==> src/rtl/captura_operandos.sv <==
// Keypad front end for the 4-digit BCD adder: builds the live entry and the saved
// operand from key events and issues guardar/suma strobes to the adder.
module captura_operandos #(
  parameter logic [3:0] TECLA_GUARDAR = 4'hA,
  parameter logic [3:0] TECLA_SUMA    = 4'hB,
  parameter logic [3:0] TECLA_BORRAR  = 4'hC
) (
  input  logic            clk,
  input  logic            rst,
  input  logic            tecla_valida,
  input  logic [3:0]      tecla,
  input  logic            rst_sv,
  output logic [3:0][3:0] numero,
  output logic [3:0][3:0] numero_sv,
  output logic            guardar,
  output logic            suma,
  output logic [2:0]      num_digitos,
  output logic [1:0]      estado_o
);

  typedef enum logic [1:0] {
    CAPTURA_A = 2'd0,
    CAPTURA_B = 2'd1,
    SUMANDO   = 2'd2,
    MOSTRAR   = 2'd3
  } estado_t;

  estado_t         estado, estado_nx;
  logic [3:0][3:0] numero_nx, numero_sv_nx;
  logic [2:0]      num_digitos_nx;
  logic            guardar_nx, suma_nx;
  logic            es_digito;

  assign es_digito = (tecla <= 4'd9);
  assign estado_o  = estado;

  always_ff @(posedge clk) begin
    if (rst) begin
      estado <= CAPTURA_A;
    end else begin
      estado <= estado_nx;
    end
  end

  always_ff @(posedge clk) begin
    if (rst) begin
      numero      <= '0;
      numero_sv   <= '0;
      num_digitos <= '0;
      guardar     <= 1'b0;
      suma        <= 1'b0;
    end else begin
      numero      <= numero_nx;
      numero_sv   <= numero_sv_nx;
      num_digitos <= num_digitos_nx;
      guardar     <= guardar_nx;
      suma        <= suma_nx;
    end
  end

  // rst_sv clears the saved operand by default; a capture below overrides it.
  always_comb begin
    estado_nx      = estado;
    numero_nx      = numero;
    numero_sv_nx   = rst_sv ? '0 : numero_sv;
    num_digitos_nx = num_digitos;
    guardar_nx     = 1'b0;
    suma_nx        = 1'b0;

    unique case (estado)
      CAPTURA_A, CAPTURA_B: begin
        if (tecla_valida) begin
          if (es_digito) begin
            if (num_digitos < 3'd4) begin
              numero_nx      = {numero[2:0], tecla};
              num_digitos_nx = num_digitos + 3'd1;
            end
          end else if (tecla == TECLA_BORRAR) begin
            numero_nx      = '0;
            num_digitos_nx = '0;
          end else if (tecla == TECLA_GUARDAR) begin
            numero_sv_nx   = numero;
            numero_nx      = '0;
            num_digitos_nx = '0;
            guardar_nx     = 1'b1;
            estado_nx      = CAPTURA_B;
          end else if (tecla == TECLA_SUMA && estado == CAPTURA_B) begin
            suma_nx   = 1'b1;
            estado_nx = SUMANDO;
          end
        end
      end
      SUMANDO: begin
        estado_nx = MOSTRAR;
      end
      MOSTRAR: begin
        if (tecla_valida) begin
          if (es_digito) begin
            numero_nx      = {4'h0, 4'h0, 4'h0, tecla};
            numero_sv_nx   = '0;
            num_digitos_nx = 3'd1;
            estado_nx      = CAPTURA_A;
          end else if (tecla == TECLA_BORRAR) begin
            numero_nx      = '0;
            num_digitos_nx = '0;
          end else if (tecla == TECLA_GUARDAR) begin
            guardar_nx = 1'b1;
            estado_nx  = CAPTURA_A;
          end
        end
      end
      default: begin
        estado_nx = CAPTURA_A;
      end
    endcase
  end

endmodule
==> config.mk <==
export PLATFORM = sky130hd
export DESIGN_NAME = captura_operandos
export DESIGN_NICKNAME = d
export VERILOG_FILES = /design/src/rtl/captura_operandos.sv
export SDC_FILE = /design/constraint.sdc
export NUM_CORES = 1
export LEC_CHECK = 0
export BUFFER_PORTS_ARGS = -buffer_cell sky130_fd_sc_hd__buf_2
export CAP_MARGIN = 30
export CORE_MARGIN = 10
export CORE_UTILIZATION = 30
export DETAILED_ROUTE_END_ITERATION = 7
export PLACE_DENSITY_LB_ADDON = 0.15
export SLEW_MARGIN = 15
export SYNTH_ARGS = -nofsm -noshare
export SYNTH_HDL_FRONTEND = slang
export SYNTH_SLANG_ARGS = --single-unit
==> constraint.sdc <==
create_clock -name clk -period 2.9 [get_ports clk]
set_input_delay 0.58 -clock clk [delete_from_list [all_inputs] [get_ports clk]]
set_output_delay 0.58 -clock clk [all_outputs]
set_load 0.01 [all_outputs]
# == After elaboration in Yosys (flattened, before gate mapping) ==
# Cells that the tools add are included.
# totals
in_bits,8
word_cells,81
ff_bits,39
ramBits,0
latchBits,0
n_memories,0
mem_bits_ro,0
# op_classes
shift,0
magnitude_cmp,2
reduce_logical,9
div,0
bitwise_logic,3
mul,0
add_sub_neg,1
muxes,38
n_eq_ne,16
# op_table
operator,count
16-bit 2-to-1 mux,15
16-bit case mux with 2 select lines,2
3-bit 2-to-1 mux,8
2-bit 2-to-1 mux,9
3-bit inequality test (second input constant),5
4-bit equality test (second input constant),3
2-bit inequality test (second input constant),4
7-bit AND reduction,1
2-bit case mux with 3 select lines,1
3-bit case mux with 2 select lines,1
6-bit AND reduction,1
6-bit OR reduction,1
5-bit OR reduction,1
2-bit equality test (second input constant),2
4-bit less-or-equal comparator (second input constant),1
4-bit inequality test (second input constant),1
3-bit by 1-bit adder with 3-bit output (second input constant),1
3-bit less-than comparator (second input constant),1
1-bit NOT,3
3-bit OR reduction,1
2-bit by 1-bit equality test with 1-bit output (second input constant),1
2-bit zero test,1
1-bit 2-to-1 mux,2
2-bit nonzero test,1
other kinds (2),2

# == Logic depth before layout (Yosys ltp) ==
# logic_depth
depth_word,8
depth_mapped,6
depth_no_buf,5

# == Worst setup path before layout ==
# OpenSTA, ideal clock, no wires.
# synth_path
path_kind,in2reg
start,input tecla[2]
end,register numero_sv[0] (netlist name)
stages,6
slack_ns,1.176
setup_time_ns,0.117
arrival_time_ns,1.607
required_time_ns,2.783
cell_sequence,buf_6 -> nand4bb_4 -> o32ai_2 -> nor3_2 -> buf_6 -> a22o_1
# synth_between
elab_chain_len,6
# synth_rtl
element,line_no,text
"start, declared",11,"input logic [3:0] tecla,"
4-bit equality test,81,end else if (tecla == TECLA_GUARDAR) begin
16-bit 2-to-1 mux,81,
16-bit 2-to-1 mux,78,end else if (tecla == TECLA_BORRAR) begin
16-bit 2-to-1 mux,73,if (es_digito) begin
16-bit 2-to-1 mux,72,if (tecla_valida) begin
16-bit case mux with 2 select lines (*),70,unique case (estado)
"end signal, assigned",54,numero_sv <= numero_sv_nx;
"end, declared",14,"output logic [3:0][3:0] numero_sv,"
# Mark *: on every way between the ends. The rest lies on a longest branch, timed or not.
# A chain may end at the register's enable or synchronous reset.

# == Final worst setup path ==
# layout_path
start,"register estado[1], in the netlist estado_o[1]"
end,output estado_o[1]
# layout_rtl
element,line_no,text
"start, declared",28,"estado_t estado, estado_nx;"
"start signal, assigned",41,estado <= estado_nx;
"end, declared",18,output logic [1:0] estado_o
# No word-level cell between the ends.

==> results <==
- The run finished with clean final reports.
- The HPWL after detailed placement is 3.090 mm.
- The longest clock path from root to sink contains 2 buffers.
- The CTS buffer count is 5.
- The clock tree from TritonCTS is yes.
- The height of the chip is 94.79 um.
- The maximum single-stage delay on the critical path is 0.75 ns.
- The tool flagged a number of max-cap violations equal to 0.
- The hold buffer count at CTS is 0.
- The count of nets left with antenna violations once routing finished came out at 0.
- The number of nets in the synthesized netlist is 175.
- The global routing stage identified its most utilized layer as met2.
- The start-to-end type of the worst setup path is flip-flop to primary output.
- The number of distinct library cells after synthesis is 41.
- Port buffering added 46 buffers.
- After synthesis, the share of flip-flops with an asynchronous set or reset is 0%.
- Clock tree synthesis selected as its root buffer the cell sky130_fd_sc_hd__clkbuf_8.
- The share of layout cells above drive strength 1 is between 30% and 40%.
- The die covers 0.008984 mm2.
- The slowest stage cell on the critical path is sky130_fd_sc_hd__dfxtp_1.
- The clock share of power is 35.9%.
- Entering global routing, the biggest net connects 17 pins.
- The first-pass iteration count of the detailed router is 4.
- The type of destination of the critical path is a primary output.
- The H-tree was split into 2 levels.
- The synthesized instance count is 166.
- Setup total negative slack on the finished layout was measured at 0 ns.
- Setup violations remaining at the end of the flow were counted as 0.
- The final count of hold timing violations is 0.
- The number of nets in the final layout is 222.
- The boundary pin count is 47.
- For this design the ratio of total power to cell area is 498.5 mW/mm2.
- The maximum fanout encountered on the critical timing path is 16.
- For the finished layout, the period the worst path requires is 1.875 ns.
- The top cell family by delay on the critical path is flip-flops.
- The combinational cell fraction of total power is 10.1%.
- The weighted congestion reported at the end of routability-driven placement is a little under 0.8.
- The initial antenna violation count is 0.
- The initial utilization of the core area, before any placement, comes to 30.66%.
- The worst setup path is launched from a flip-flop.
- After global routing the overflow that remains totals 0.
- The internal power of the cells totals around 0.00075 W.
- The met3 layer usage reported by global route is 4.124%.
- Buffers added to address setup during post-CTS repair amount to 0.
- The met1 usage is 12.45%.
- On the final layout, the worst clock skew is 0.004973 ns.
- The count of final max-slew check failures is 0.
- The first global-routing pass estimated 7.148 mm of wire.
- The count of antenna diodes in the layout is 0.
- The insertion delay of the later-clocked pin in the worst-skew pair is about 0.29 ns.
- The number of enable-type register cells in the synthesized netlist is 0.
- The average vias per placed instance is 4.717.
- The fraction of power spent switching nets is around a quarter.
- Leaving out fill and tap cells, the most frequent cell in the layout is sky130_fd_sc_hd__buf_2.
- The tightest min-delay check is of the flip-flop to flip-flop type.
- The peak ir drop on the vdd network is 0.2002 mV.
- In this run the mean area of a mapped cell was 10.11 um2.
- The final cycle utilization of the critical path is between 60% and 70%.
- Relative to the synthesized area, the layout overhead comes to 21.92%.
- The synthesis-stage register bit count is 39.
- The detailed-route DRC error count is 0.
- With fillers left out, the area of the finished cells amounts to a little over 0.002 mm2.
- The via count of the first global-routing pass was roughly 1400.
- The number of DRC markers in iteration 0 is 54.
- Setup repair after global routing left no endpoint under its margin.
- The relative contribution of sequential cells to total power is 54.0%.
- The arrival time of the worst setup path is approximately 1.3 ns.
- The die is between 90 and 100 um wide.
- The count of yosys warnings during synthesis is 0.
- Summing every instance area after synthesis gives approximately 0.0017 mm2.
- The routed length per instance is 15.32 um.
- In this run the register-to-register setup slack is roughly 1.1 ns.
- The count of instances resized after the clock tree is built is 0.
- The library cells used most frequently in the layout, excluding fill and tap cells, are 46 x sky130_fd_sc_hd__buf_2, 39 x sky130_fd_sc_hd__dfxtp_1, 31 x sky130_fd_sc_hd__nand2_1, 16 x sky130_fd_sc_hd__a22o_1, 14 x sky130_fd_sc_hd__mux2i_1.
- Clock tree synthesis found a total of 39 sinks.
- The peak clock frequency supported by timing is 533.4 MHz.
- Once placement finished, the instance area stood at 0.001949 mm2.
- The post-synthesis sequential area ratio is 46.53%.
- Counting both buffers and inverters, the worst setup path holds a total of 1.
- The standard cell core area is 0.005473 mm2.
- The dominant register cell in the synthesized netlist is sky130_fd_sc_hd__dfxtp_1.
- The met2 layer usage reported by global route is 15.27%.
- The slew of the pin with the lowest slew margin is between 0.6 and 0.7 ns.
- Wires add up to 4.381 mm.
- The total number of vias is 1349.
- Global routing used between 10% and 20% of the available tracks across all layers.
- The reported leakage power is 0.8614 nW.
- In this run the tightest slew margin relative to its limit is between 50% and 60%.
- The analysis attributes to net switching a power of 0.0002715 W.
- The critical path goes through buf_2.
- The required time of the critical path is 2.32 ns.
- The floorplan has 27 rows.
- The clock-pin transition on the worst setup and hold timing paths is 0.08 ns.
## path summary, 6_finish.rpt
kind / cells after the start / end / startpoint
setup / recovery: 1 / estado_o[1] / estado_o[1]$_SDFFE_PP0P_
hold / removal: 1 / numero_sv[8]$_SDFF_PP0_ / numero_sv[8]$_SDFF_PP0_
setup reg to reg: 3 / num_digitos[1]$_SDFFE_PP0P_ / estado_o[1]$_SDFFE_PP0P_
hold reg to reg: 1 / numero_sv[8]$_SDFF_PP0_ / numero_sv[8]$_SDFF_PP0_
## synth_stat cells, types with 2 or more instances
master | n | area (um2)
sky130_fd_sc_hd__o21ai_0 | 5 | 25.02
sky130_fd_sc_hd__nand2b_1 | 2 | 12.51
sky130_fd_sc_hd__nand2_1 | 31 | 116.4
sky130_fd_sc_hd__nand3_1 | 5 | 25.02
sky130_fd_sc_hd__a21oi_1 | 8 | 40.04
sky130_fd_sc_hd__buf_6 | 3 | 33.78
sky130_fd_sc_hd__buf_2 | 3 | 15.01
sky130_fd_sc_hd__nor2_1 | 4 | 15.01
sky130_fd_sc_hd__mux2i_1 | 14 | 140.1
sky130_fd_sc_hd__dfxtp_1 | 39 | 780.8
sky130_fd_sc_hd__a22o_1 | 16 | 140.1
sky130_fd_sc_hd__inv_1 | 5 | 18.77
sky130_fd_sc_hd__o21ai_1 | 3 | 15.01
## power by group through the flow
stage	clock (W)	sequential, W	combinational [W]
after CTS	0.000377	0.000551	0.000103
after floorplan	0	0.000565	0.0000721
after global routing	0.000404	0.000552	0.000114
after global placement	0	0.000564	0.000103
after detailed placement	0	0.000564	0.000103
final	0.000366	0.000551	0.000103
## through the flow
stage	std cells	setup slack (ns)	util [%]	power, W	hold WS (ns)
2_1_floorplan	166	1.176	-	0.0006370	0.4913
3_3_place_gp	277	0.7034	35.62	0.0006665	0.4524
3_5_place_dp	277	0.6007	35.62	0.0006667	0.4559
4_1_cts	285	0.7271	37.24	0.001032	0.4757
5_1_grt	286	0.9268	37.38	0.001070	0.4882
6_report	286	1.025	37.38	0.001020	0.4715
## area by class of cell
| class | instances | area, um2 |
|---|---|---|
| inverters | 6 | 22.52 |
| well taps | 72 | 90.09 |
| multi-input cells | 112 | 810.8 |
| clock inverters | 3 | 20.02 |
| flip-flops and latches | 39 | 780.7 |
| repair buffers | 49 | 252.7 |
| clock buffers | 5 | 68.82 |
| fillers | 565 | 3427 |
## flip-flops by register name, summed over array words and instances (netlist names)
| name | count |
|---|---|
| numero | 16 |
| numero_sv | 16 |
| num_digitos | 3 |
| estado_o | 2 |
| guardar | 1 |
| suma | 1 |
## routing by layer
| metal | share of wire (%) | wire (um) |
|---|---|---|
| met1 | 49 | 2141 |
| met2 | 44 | 1917 |
| met3 | 6.4 | 280 |
| met4 | 0.96 | 42 |
| met5 | 0 | 0 |
## worst register-to-register path: stages (launching register included)
cell and delay [ns]:
sky130_fd_sc_hd__dfxtp_1 0.75, sky130_fd_sc_hd__o311ai_4 0.24, sky130_fd_sc_hd__nor2_4 0.48, sky130_fd_sc_hd__mux2i_1 0.25
## cells by family (layout without fill, tap and decap cells)
family / count (synthesis) / after routing / synth area share, %
flops: 39 / 39 / 46.53
simple gates: 55 / 55 / 19.02
compound gates: 42 / 42 / 20.21
mux: 14 / 14 / 8.352
fa+ha+maj: 1 / 1 / 0.7456
buf+inv: 15 / 63 / 5.145
(Power assumes the default switching activity.)
